## src/rtl/cpu_mem_pkg.sv

```systemverilog
// Shared definitions for the CPU memory-port arbiter: FSM state encoding,
// owner encoding, default latency and the latency-counter width helper.
package cpu_mem_pkg;

  typedef enum logic [1:0] {
    ST_IDLE  = 2'd0,
    ST_ISSUE = 2'd1,
    ST_WAIT  = 2'd2
  } arb_state_e;

  localparam logic OWN_I = 1'b0;
  localparam logic OWN_D = 1'b1;

  localparam int unsigned MEM_LAT_DEFAULT = 4;

  // One spare bit above clog2 so MEM_LAT-1 always fits, including MEM_LAT=1.
  function automatic int unsigned lat_cnt_width(input int unsigned lat);
    return $clog2(lat) + 1;
  endfunction

endpackage

```

## src/rtl/mem_lat_counter.sv

```systemverilog
// Loadable down-counter with a zero flag, used to time the fixed memory latency.
module mem_lat_counter #(
  parameter int unsigned W = 3
) (
  input  logic         clk,
  input  logic         rst,
  input  logic         load_i,
  input  logic [W-1:0] load_val_i,
  input  logic         dec_i,
  output logic         zero_o
);

  logic [W-1:0] cnt_q, cnt_d;

  always_comb begin
    cnt_d = cnt_q;
    if (load_i) begin
      cnt_d = load_val_i;
    end else if (dec_i && (cnt_q != '0)) begin
      cnt_d = cnt_q - W'(1);
    end
  end

  always_ff @(posedge clk) begin
    if (rst) begin
      cnt_q <= '0;
    end else begin
      cnt_q <= cnt_d;
    end
  end

  assign zero_o = (cnt_q == '0);

endmodule

```

## src/rtl/mem_port_arbiter.sv

```systemverilog
// Arbitrates one fixed-latency memory between the fetch and data ports.
// Define MEM_ARB_RR_EN for round-robin arbitration; default is data-over-fetch priority.
module mem_port_arbiter
  import cpu_mem_pkg::*;
#(
  parameter int unsigned MEM_LAT = MEM_LAT_DEFAULT,
  parameter int unsigned AW      = 16
) (
  input  logic          clk,
  input  logic          rst,
  input  logic          i_req,
  input  logic [AW-1:0] i_addr,
  output logic          i_stall,
  output logic          i_valid,
  output logic [15:0]   i_data,
  input  logic          d_req,
  input  logic          d_wr,
  input  logic [AW-1:0] d_addr,
  input  logic [15:0]   d_wdata,
  output logic          d_stall,
  output logic          d_valid,
  output logic [15:0]   d_rdata,
  output logic          mem_en,
  output logic          mem_wr,
  output logic [AW-1:0] mem_addr,
  output logic [15:0]   mem_wdata,
  input  logic [15:0]   mem_rdata
);

  localparam int unsigned           CNT_W    = lat_cnt_width(MEM_LAT);
  localparam logic [CNT_W-1:0]      CNT_LOAD = CNT_W'(MEM_LAT - 1);

  arb_state_e    state_q, state_d;
  logic          owner_q, owner_d;
  logic          wr_q, wr_d;
  logic [AW-1:0] addr_q, addr_d;
  logic [15:0]   wdata_q, wdata_d;
  logic          grant_own;
  logic          cnt_zero;
  logic          done;

`ifdef MEM_ARB_RR_EN
  logic last_grant_q, last_grant_d;

  // On a collision the port that did not win last time goes first.
  always_comb begin
    if (i_req && d_req) begin
      grant_own = (last_grant_q == OWN_D) ? OWN_I : OWN_D;
    end else begin
      grant_own = d_req ? OWN_D : OWN_I;
    end
  end

  always_comb begin
    last_grant_d = last_grant_q;
    if ((state_q == ST_IDLE) && (i_req || d_req)) begin
      last_grant_d = grant_own;
    end
  end

  always_ff @(posedge clk) begin
    if (rst) begin
      last_grant_q <= OWN_I;
    end else begin
      last_grant_q <= last_grant_d;
    end
  end
`else
  always_comb begin
    grant_own = d_req ? OWN_D : OWN_I;
  end
`endif

  always_comb begin
    state_d = state_q;
    owner_d = owner_q;
    wr_d    = wr_q;
    addr_d  = addr_q;
    wdata_d = wdata_q;
    unique case (state_q)
      ST_IDLE: begin
        if (i_req || d_req) begin
          state_d = ST_ISSUE;
          owner_d = grant_own;
          if (grant_own == OWN_D) begin
            wr_d    = d_wr;
            addr_d  = d_addr;
            wdata_d = d_wdata;
          end else begin
            wr_d    = 1'b0;
            addr_d  = i_addr;
          end
        end
      end
      ST_ISSUE: state_d = ST_WAIT;
      ST_WAIT: begin
        if (cnt_zero) begin
          state_d = ST_IDLE;
        end
      end
      default: state_d = ST_IDLE;
    endcase
  end

  always_ff @(posedge clk) begin
    if (rst) begin
      state_q <= ST_IDLE;
      owner_q <= OWN_I;
      wr_q    <= 1'b0;
      addr_q  <= '0;
      wdata_q <= '0;
    end else begin
      state_q <= state_d;
      owner_q <= owner_d;
      wr_q    <= wr_d;
      addr_q  <= addr_d;
      wdata_q <= wdata_d;
    end
  end

  mem_lat_counter #(
    .W (CNT_W)
  ) u_lat_cnt (
    .clk        (clk),
    .rst        (rst),
    .load_i     (state_q == ST_ISSUE),
    .load_val_i (CNT_LOAD),
    .dec_i      ((state_q == ST_WAIT) && !cnt_zero),
    .zero_o     (cnt_zero)
  );

  // wr_q is forced low on fetch grants, so mem_wr needs no owner qualification.
  assign mem_en    = (state_q == ST_ISSUE);
  assign mem_wr    = mem_en && wr_q;
  assign mem_addr  = addr_q;
  assign mem_wdata = wdata_q;

  assign done      = (state_q == ST_WAIT) && cnt_zero;
  assign i_valid   = done && (owner_q == OWN_I);
  assign d_valid   = done && (owner_q == OWN_D);
  assign i_data    = i_valid ? mem_rdata : '0;
  assign d_rdata   = d_valid ? mem_rdata : '0;
  assign i_stall   = i_req && !i_valid;
  assign d_stall   = d_req && !d_valid;

endmodule

```

## config.mk

```make
export PLATFORM = sky130hd
export DESIGN_NAME = mem_port_arbiter
export DESIGN_NICKNAME = d
export VERILOG_FILES = /design/src/rtl/cpu_mem_pkg.sv /design/src/rtl/mem_lat_counter.sv /design/src/rtl/mem_port_arbiter.sv
export SDC_FILE = /design/constraint.sdc
export NUM_CORES = 1
export LEC_CHECK = 0
export CAP_MARGIN = 15
export CORE_UTILIZATION = 30
export CTS_BUF_LIST = sky130_fd_sc_hd__clkbuf_4 sky130_fd_sc_hd__clkbuf_8
export CTS_CLUSTER_DIAMETER = 150
export DETAILED_ROUTE_END_ITERATION = 12
export PLACE_DENSITY = 0.69
export SYNTH_ARGS = -nofsm -noshare
export SYNTH_HDL_FRONTEND = slang
export SYNTH_SLANG_ARGS = --single-unit
```

## constraint.sdc

```tcl
create_clock -name clk -period 1.7 [get_ports clk]
set_input_delay 0.17 -clock clk [delete_from_list [all_inputs] [get_ports clk]]
set_output_delay 0.17 -clock clk [all_outputs]
set_load 0.005 [all_outputs]
```

==> flow_metrics.py, run 1 <==
metrics = {
    "worst_setup_path": {
        "r2r-start": "state_q[0]",
        "r2r_end": "mem_addr[6]",
        "path_buf_inv": 3,
        "arrival_ps": 1700,
        "end_kind": "output pin",
        "required_ps": 1530,
        "crit_cells": 6,
        "path_cells": "nor2_4, buf_6, and4_4, buf_4, and2_1, dlygate4sd2_1",
        "cp_slowest_cell": "dfxtp_2",
        "slowest_delay_ps": 350,
        "crit_family": "simple AND/OR/NAND/NOR gates",
        "crit_fanout": 5,
        "critPathKind": "reg2out",
        "crit_path_start_kind": "flop",
        "r2r_slack_ps": 80,
        "r2r_cells": 5,
        "worstSetupStartpoint": "state_q[0]",
        "endpoint": "d_rdata[8]",
    },
    "timing": {
        "worstMarginPinSlew_ps": 378.5,
        "setup_viol": 18,
        "drv_slew": 0,
        "max_freq_ghz": 0.5360,
        "period_needed_ps": 1866,
        "timing.final.ws_setup_ps": -165.8,
        "finalHoldViolations": 0,
        "skew_ps": 5.436,
        "relSlewSlack_pct": 74.71,
        "rsz0062_at_grt": "true",
        "finalCritPeriodShare_pct": 109.8,
    },
    "cts": {
        "cts-root-buf": "clkbuf_8",
        "clkSinkCount": 39,
        "cts.reportedPaths.clkPinSlew_ps": 80,
        "cts_tree": "done",
        "clkLatencyLatePin_ps": 290,
        "cts_buffers": 5,
        "cts_buffer_depth": 2,
        "htree_levels": 2,
        "hold_buffers": 0,
    },
    "finish": {
        "area_delta_synth_final_pct": 94.62,
        "drive_gt1_share_pct": 22.98,
        "num_antenna_cells": 0,
        "nNetsFinal": 466,
        "fillers": 577,
        "stdcell_count": 473,
    },
    "place": {
        "dp_hpwl_mm": 4.423,
        "routabilityCongestion": 0.7459,
        "dp_slack_ps": -262.8,
        "dp_cells": 438,
        "numPortBuffers": 138,
    },
    "synth": {
        "synth_cell_type_count": 35,
        "yosysSeqAreaShare_pct": 39.52,
        "async_flop_share_pct": 0,
        "synthFlopType": "dfxtp_1",
        "yosys_warnings": 0,
        "syn_nets": 301,
        "postSynthCellCount": 230,
        "synth_seq_cells": 39,
        "synthesis.area_sq_um": 1976,
        "synth_edf_count": 0,
        "syn_area_per_cell_sq_um": 8.590,
    },
    "floorplan": {
        "core-area_sq_um": 6350,
        "die_area_sq_um": 6914,
        "fp.dieH_microns": 83.15,
        "ios": 139,
        "row_count": 29,
        "initial_core_util_pct": 31.11,
        "die_w_microns": 83.15,
    },
    "drt": {
        "top_layer_used": "met4",
        "drcViolationCount": 0,
        "wl_met1_mm": 2.657,
        "via_per_inst": 4.744,
        "wire_per_inst_microns": 14.16,
        "ant_nets": 0,
        "drtIter0Drc": 57,
        "dr_total_vias": 2244,
        "firstDrtPassIters": 4,
        "wl_mm": 6.698,
        "wl_met3_microns": 460,
        "dr_wl_met2_mm": 3.462,
    },
    "power_and_ir_drop": {
        "powerDensity_nw_per_um2": 665.7,
        "p_leak_uw": 0.001726,
        "vdd_drop_max_mv": 0.3209,
    },
    "global_routing": {
        "antenna_found_initial": 0,
        "first_global_vias": 2185,
        "grt_pass1_wl_mm": 10.34,
        "grt_start_max_net_pins": 40,
        "grt.total_usage_pct": 18.42,
        "overflow": 0,
    },
    "outcome": {
        "run_status": "finished with violations",
        "violations": "setup timing",
    },
    "worst_hold_path": {
        "hp-class": "in2reg",
    },
    "job": {
        "maxCapViolCount": 0,
    },
}
## cells in the mapped netlist (3+ instances only)
library cell / n / area share (%)
nand2_1: 35 / 6.6
inv_1: 3 / 0.57
dfxtp_1: 39 / 40
nor2b_1: 3 / 0.95
buf_6: 6 / 3.4
nor2_1: 5 / 0.95
clkbuf_1: 4 / 0.76
mux2i_1: 16 / 8.1
buf_2: 6 / 1.5
and2_1: 33 / 10
o21ai_0: 3 / 0.76
a211oi_1: 16 / 6.1
a21oi_1: 34 / 8.6
## sequential cells by signal (all words and copies together), names as in the netlist
signal / count
mem_addr: 16
mem_wdata: 16
owner_q: 1
state_q: 2
u_lat_cnt.cnt_q: 3
wr_q: 1
## metal layers
layer | vias up | track usage [%]
met5 | - | 0
met1 | 1016 | 19.98
met2 | 83 | 33.16
met4 | 0 | 5.956
li1 | 1131 | -
met3 | 14 | 6.561
## worst min-delay path, cell delays in order
cell             delay, ps
clkdlybuf4s50_1        390
nand2_1                 50
a21oi_1                 50
## area by class of cell
| type | instances | area (sq um) | share of cell area [%] |
|---|---|---|---|
| repair buffers | 171 | 1683 | 43.77 |
| flip-flops and latches | 39 | 788.3 | 20.50 |
| inverters | 3 | 11.26 | 0.2929 |
| multi-input cells | 175 | 1177 | 30.62 |
| clock buffers | 6 | 76.32 | 1.985 |
| well taps | 77 | 96.34 | 2.506 |
| clock inverters | 2 | 12.51 | 0.3254 |
## per-stage QoR
step	setup TNS, ps	power [uW]	hold WS, ps	cell area, sq um	utilization, %
finish	-1384	2559	422.7	3845	60.55
global route	-2895	2716	419.9	3845	60.55
CTS	-2944	2532	410.3	3710	58.42
detailed placement	-8210	1836	445.3	3436	54.11
global placement	-6694	1825	442.4	3436	54.11
floorplan	0	1398	306.0	1976	-
## worst min path at each step
stage	from	end	slack [ps]	cells past startpoint
after floorplan	d_wdata[0]	mem_wdata[0]	310	2
after CTS	d_wdata[15]	mem_wdata[15]	410	3
after global routing	d_wdata[6]	mem_wdata[6]	420	3
after global placement	mem_wdata[9]	mem_wdata[9]	440	2
final	d_wdata[10]	mem_wdata[10]	420	3
after detailed placement	mem_wdata[3]	mem_wdata[3]	450	2
## logic make-up after synthesis
family	after synthesis	share of synthesized area (%)
AOI/OAI and AO/OA	58	17.61
adders and majority gates	2	1.266
buffers and inverters	22	7.283
DFF	39	39.52
muxes	16	8.106
and+or+nand+nor	93	26.22
## report_power, final
group / switching (uW) / total [uW] / internal, uW / leakage [uW]
combinational: 337 / 875 / 537 / 0.00136
sequential: 56.9 / 1060 / 1010 / 0.000324
clock: 320 / 623 / 303 / 0.0000446
## layout by cell type, fill, tap and decap left out, drive strengths merged, types with 2 or more instances in the layout
cell and instances:
dfxtp 39, and4b 4, buf 41, ha 2, or2 2, clkdlybuf4s50 100
clkdlybuf4s15 7, dlygate4sd2 10, nand2b 2, and2 33, a211oi 16, nor2b 3
dlymetal6s2s 7, nand2 35, clkbuf 12, nor2 7, a21oi 34, mux2i 16
o21ai 3, a221oi 2, inv 3, nor3b 2, and4 4
## timing repair
action                                  in CTS  in global routing
cloned                                       6                  0
endpoints found under the setup margin      38                 34
gates resized for setup                     71                 66
setup buffers                               11                 10
pin swaps                                    4                 13
(Power assumes the default switching activity.)
==> inputs of run 2 (changes only) <==
--- a/config.mk
+++ b/config.mk
@@ -9,6 +9,7 @@
 export CORE_UTILIZATION = 30
 export CTS_BUF_LIST = sky130_fd_sc_hd__clkbuf_4 sky130_fd_sc_hd__clkbuf_8
 export CTS_CLUSTER_DIAMETER = 150
+export CTS_CLUSTER_SIZE = 25
 export DETAILED_ROUTE_END_ITERATION = 12
 export PLACE_DENSITY = 0.69
 export SYNTH_ARGS = -nofsm -noshare
==> results of run 2 <==
Same layout as run 1: the final DEF is identical, and so are final timing and power.
==> inputs of run 3 (changes only) <==
==> constraint.sdc (replaced) <==
create_clock -name clk -period 1.7 [get_ports clk]
set_input_delay 0.17 -clock clk [delete_from_list [all_inputs] [get_ports clk]]
set_output_delay 0.17 -clock clk [all_outputs]
set_load 0.1 [all_outputs]
==> run 3 against run 2 <==
Compared with the run above:
- via count down 6.0%
- worst setup slack improved by 84 ps
- global-route usage shrank 1.3 points
- the run still ends with setup timing left
- die area unchanged
- sequential share of layout area decreased by 1.2 points
- critical endpoint is now d_rdata[13]
- clock-buffer cell count rose by 1
- sequential power is essentially flat
- fmax increased by 4.7%
- design area increased by 5.8%
==> flow_metrics.py, run 3 (synthesis results as in run 1) <==
metrics = {
    "outcome": {
        "run_status": "finished with violations",
        "violations": "setup timing",
    },
    "place": {
        "dp_hpwl_mm": 4.530,
        "numPortBuffers": 138,
        "routabilityCongestion": 0.7871,
    },
    "timing": {
        "skew_ps": 7.804,
        "timing.final.ws_setup_ps": -81.97,
        "finalCritPeriodShare_pct": 104.8,
        "finalHoldViolations": 0,
        "max_freq_ghz": 0.5612,
        "relSlewSlack_pct": 71.35,
        "rsz0062_at_grt": "true",
        "setup_viol": 27,
        "worstMarginPinSlew_ps": 428.5,
        "period_needed_ps": 1782,
        "drv_slew": 0,
        "fin_hold_ws_ps": 428.7,
        "setup_tns_ps": -1738,
    },
    "finish": {
        "area_delta_synth_final_pct": 106.0,
        "drive_gt1_share_pct": 39.63,
        "most-common-layout-cells": "68 x clkdlybuf4s50_1, 44 x buf_4, 41 x buf_12",
        "fillers": 525,
        "nNetsFinal": 446,
        "utilization_pct": 64.08,
        "num_antenna_cells": 0,
        "final_common_cell": "clkdlybuf4s50_1",
    },
    "global_routing": {
        "first_global_vias": 1942,
        "grt_start_max_net_pins": 19,
        "overflow": 0,
        "antenna_found_initial": 0,
        "grt_pass1_wl_mm": 9.625,
        "grt.total_usage_pct": 17.08,
    },
    "drt": {
        "ant_nets": 0,
        "dr_total_vias": 2110,
        "wire_per_inst_microns": 13.17,
        "wl_mm": 5.965,
        "firstDrtPassIters": 4,
        "drtIter0Drc": 36,
        "drcViolationCount": 0,
        "via_per_inst": 4.658,
    },
    "worst_setup_path": {
        "r2r_slack_ps": 200,
        "critPathKind": "reg2out",
        "r2r-start": "state_q[0]",
        "crit_fanout": 9,
        "r2r_end": "mem_addr[1]",
        "required_ps": 1530,
        "r2r_cells": 4,
        "crit_path_start_kind": "flop",
        "end_kind": "output pin",
        "arrival_ps": 1610,
    },
    "worst_hold_path": {
        "hp-start": "d_wdata[10]",
        "whs_endpoint": "mem_wdata[10]",
        "holdPathStages": 3,
        "hp-class": "in2reg",
    },
    "floorplan": {
        "ios": 139,
        "die_area_sq_um": 6914,
        "die_w_microns": 83.15,
        "fp.dieH_microns": 83.15,
        "core-area_sq_um": 6350,
        "initial_core_util_pct": 31.11,
        "row_count": 29,
    },
    "cts": {
        "cts_buffer_depth": 2,
        "cts-root-buf": "clkbuf_8",
        "clkSinkCount": 39,
        "cts.reportedPaths.clkPinSlew_ps": 80,
        "clkLatencyLatePin_ps": 280,
        "cts_buffers": 5,
        "cts_tree": "done",
        "hold_buffers": 0,
        "htree_levels": 2,
    },
    "power_and_ir_drop": {
        "p_total_uw": 3239,
        "vdd_drop_max_mv": 0.4496,
        "powerDensity_nw_per_um2": 796.1,
        "p_leak_uw": 0.001706,
    },
    "job": {
        "maxCapViolCount": 0,
    },
}
## run 3: stage by stage
stage | area [sq um] | cells | setup slack (ps)
after global placement | 3815 | 435 | 110.1
final | 4069 | 453 | -81.97
after detailed placement | 3815 | 435 | 100.5
after floorplan | 2083 | 230 | -179.8
after CTS | 4048 | 452 | -109.6
after global routing | 4069 | 453 | -135.1
## run 3: worst max-delay path by stage
stage	from	to	slack [ps]	cells past startpoint
5_1_grt	u_lat_cnt.cnt_q[0]	d_rdata[12]	-140	7
6_report	u_lat_cnt.cnt_q[0]	d_rdata[13]	-80	7
2_1_floorplan	state_q[0]	mem_wr	-180	3
3_5_place_dp	d_req	mem_wdata[8]	100	5
3_3_place_gp	d_req	mem_wdata[8]	110	5
4_1_cts	u_lat_cnt.cnt_q[0]	d_rdata[0]	-110	7
## run 3: what timing repair did
action | CTS | global route
pin swaps | 2 | 12
cloned | 2 | 0
setup buffers | 7 | 2
resized for setup | 19 | 10
setup endpoints to repair | 35 | 36
## run 3: critical path, cell delays in order, from the launching register on
cell and delay (ps):
dfxtp_2 330, inv_2 70, ha_4 140, and4_4 240, buf_12 110, buf_16 120, and2_4 150, buf_12 160
## run 3: cell type report
cell class | count | area (sq um) | area share [%]
flip-flops and latches | 39 | 785.8 | 19.31
multi-input cells | 169 | 1174 | 28.84
well taps | 77 | 96.34 | 2.368
clock inverters | 1 | 5.005 | 0.1230
repair buffers | 157 | 1913 | 47.02
inverters | 3 | 11.26 | 0.2768
clock buffers | 7 | 83.83 | 2.060
## run 3: where the power goes
group	switching [uW]	internal [uW]
clock network	308	320
logic	1020	530
registers	51.2	1010
total	1380	1860
## run 3: layer usage
layer	routed length, microns	track usage [%]
met2	2881	29.28
met1	2656	21.56
met5	0	0
met3	367	3.976
met4	59	4.232
==> patch 1: new RTL, config.mk and constraints of run 2 <==
Build with the macro `MEM_ARB_RR_EN` defined.
--- a/src/rtl/mem_port_arbiter.sv
+++ b/src/rtl/mem_port_arbiter.sv
@@ -2,2 +2,4 @@
 // Define MEM_ARB_RR_EN for round-robin arbitration; default is data-over-fetch priority.
+`define MEM_ARB_RR_EN
+
 module mem_port_arbiter
Function: changed (a bounded check fails within 10 cycles, from zero or initial values and one cycle with rst high).
==> patch 1 against run 2 <==
  * The flow still finishes with violations (setup timing)
  * Synthesized area increased by 5.6%
  * Largest power group unchanged
  * Clock power is essentially flat
  * Setup slack improved by 0.14 ns
  * First-iteration DRC count rose by 110%
  * Routed wire length is 4.9% higher
  * Cell area increased by 0.23%
  * Sequential power is essentially flat
  * Register-to-register slack improved by 0.11 ns
  * Sequential cell count is the same
  * Power increased by 3.2%
  * Via count is 9.1% higher
==> patch 1: results <==
{
  "synthMuxAreaShare": 0,
  "grt_max_degree": 35,
  "crit_end": "d_rdata[14]",
  "crit_slowest_cell": "dfxtp_2",
  "dp.cells": 463,
  "ys_seq_area_frac": 0.374,
  "drive_above_1_share": 0.252,
  "worst_slack_ns": -0.0283,
  "dp_hpwl_mm": 4.67,
  "holdCritStartpoint": "rst",
  "rrSetupSlack_ns": 0.19,
  "final_util": 0.570,
  "gr-usage-all-layers": 0.190,
  "synth_compound_area_frac": 0.254,
  "worst_hold_slack_ns": 0.317,
  "failed_checks": "setup timing",
  "synthAdderAreaFrac": 0.0120,
  "r2r-end": "mem_addr[13]$_SDFFE_PP0P_",
  "placed_cell_area_um2": 3590,
  "grt_pass1_wl_mm": 11.1,
  "m1WireLength_mm": 2.82,
  "clock_latency_ns": 0.28,
  "layout.nets": 479,
  "finalSetupTns_ns": -0.105,
  "synth.area.top_cells": "dfxtp_1 37%, and2_1 9.9%, a21oi_1 8.6%",
  "dpl_worst_slack_ns": -0.219,
  "grt_util_met1": 0.207,
  "gp_congestion": 0.764,
  "route.met2.wl_mm": 3.47,
  "ys_types": 31,
  "first_global_vias": 2390,
  "worstHoldPathCells": 2,
  "startpoint_type": "register",
  "leakagePower_nw": 1.61,
  "ir_drop_uv": 413,
  "hold_end": "mem_wdata[1]$_SDFFE_PP0P_",
  "cts_resized": 81,
  "synth_cells": 251,
  "use_met3": 0.0642,
  "ys_async_sr_fraction": 0,
  "status": "complete, but fails checks",
  "crit_fanout": 9,
  "synth_common_cells": "39 x dfxtp_1, 36 x a21oi_1, 34 x nand2_1",
  "fin_cells": 489,
  "finalClockSkew_ns": 0.00543,
  "worstSetupStartpoint": "state_q[0]$_SDFFE_PP0P_",
  "switching_share": 0.286,
  "relSlewSlack": 0.667,
  "syn-num-nets": 322,
  "wl_mm": 7.02,
  "cts_setup_buffers": 9,
  "nFillCells": 620,
  "drtIter0Drc": 117,
  "use_met2": 0.356,
  "reg2reg_depth": 4,
  "wl_met3_um": 679,
  "setup_violations": 6,
  "worstPathArrival_ns": 1.56,
  "via_per_inst": 5.01,
  "yosys_warnings": 0
}
[patch 1: cell types whose count changed in the layout (fill, tap and decap cells not counted), sizes merged, moves of 3 or more]
cell / run 2 / this run
dlymetal6s2s: 7 / 2
a311oi: 0 / 16
clkbuf: 12 / 18
clkdlybuf4s15: 7 / 3
nand3: 1 / 19
mux2i: 16 / 0
nor2: 7 / 4
o21ai: 3 / 19
nand2b: 2 / 5
a211oi: 16 / 0
[patch 1: power groups by stage]
stage          registers [mW]  clock network [mW]  logic, mW
2_1_floorplan            1.08                   0      0.400
3_3_place_gp             1.07                   0      0.866
3_5_place_dp             1.07                   0      0.874
4_1_cts                  1.06               0.654      0.924
5_1_grt                  1.08               0.689       1.04
6_report                 1.06               0.622      0.958
[patch 1: layout make-up]
class / count / area share
repair buffers: 169 / 0.422
multi-input cells: 189 / 0.320
flip-flops and latches: 39 / 0.205
well taps: 80 / 0.0260
clock buffers: 7 / 0.0218
inverters: 4 / 0.00390
clock inverters: 1 / 0.00130
==> patch 2: new RTL, config.mk and constraints of run 2 <==
Made on the original files. Encoding of `arb_state_e`: now one-hot (3 bits for 3 states).
--- a/src/rtl/cpu_mem_pkg.sv
+++ b/src/rtl/cpu_mem_pkg.sv
@@ -4,6 +4,6 @@
 
-  typedef enum logic [1:0] {
-    ST_IDLE  = 2'd0,
-    ST_ISSUE = 2'd1,
-    ST_WAIT  = 2'd2
+  typedef enum logic [2:0] {
+    ST_IDLE  = 3'b001,
+    ST_ISSUE = 3'b010,
+    ST_WAIT  = 3'b100
   } arb_state_e;
Check against the original RTL: same outputs for any inputs over 10 cycles, from zero or initial values and one cycle with rst high; not proved beyond that.
==> patch 2 against run 2 <==
  * The run still ends with setup timing left
  * Synthesized area is 0.76% higher
  * Critical path depth grew 3
  * Power grew 7.3%
  * Sequential cell count rose by 1
  * Cell area increased by 6.4%
  * Setup slack lost 0.086 ns
  * Combinational power is 7.8% lower
  * Routed wire length grew 11%
  * Clock power grew 36%
  * Register-to-register slack lost 0.16 ns
  * Critical path type unchanged
  * Largest power group unchanged
==> patch 2: results <==
{
  "status": "complete, but fails checks",
  "failed_checks": "setup timing",
  "synth.area.top_cells": "dfxtp_1 40%, and2_1 10%, mux2i_1 8.5%",
  "switchingPower_mw": 0.712,
  "fin_cells": 479,
  "layout.nets": 472,
  "wl_met3_um": 510,
  "sh_seq_area": 0.197,
  "dp_hpwl_mm": 4.60,
  "multi_input_cells": 164,
  "via_per_inst": 4.89,
  "gp_congestion": 0.717,
  "route.met2.wl_mm": 3.87,
  "synth_cells": 223,
  "dpl_worst_slack_ns": -0.351,
  "cts_resized": 197,
  "synth_compound_area_frac": 0.189,
  "wl_mm": 7.44,
  "syn-num-nets": 294,
  "ys_seq_area_frac": 0.402,
  "relSlewSlack": 0.775,
  "drive_above_1_share": 0.378,
  "worst_slack_ns": -0.252,
  "synth_common_cells": "40 x dfxtp_1, 34 x nand2_1, 33 x a21oi_1",
  "setup_violations": 33,
  "m1WireLength_mm": 2.86
}
patch 2: path summary, 6_finish.rpt:
check / start / end / slack (ns) / cells past startpoint
worst min register to register: mem_wdata[12]$_SDFFE_PP0P_ / mem_wdata[12]$_SDFFE_PP0P_ / 0.46 / 2
worst max register to register: u_lat_cnt.cnt_q[0]$_SDFFE_PP0P_ / u_lat_cnt.cnt_q[1]$_SDFFE_PP0P_ / -0.08 / 9
worst min-delay path: d_wdata[0] / mem_wdata[0]$_SDFFE_PP0P_ / 0.42 / 3
worst max-delay path: u_lat_cnt.cnt_q[0]$_SDFFE_PP0P_ / i_stall / -0.25 / 9
patch 2: power groups by stage:
stage               clock [mW]  sequential (mW)  combinational, mW
floorplan                    0             1.12              0.314
global placement             0             1.10              0.747
global route             0.907             1.10              0.871
CTS                      0.861             1.09              0.797
finish                   0.847             1.09              0.807
detailed placement           0             1.10              0.758
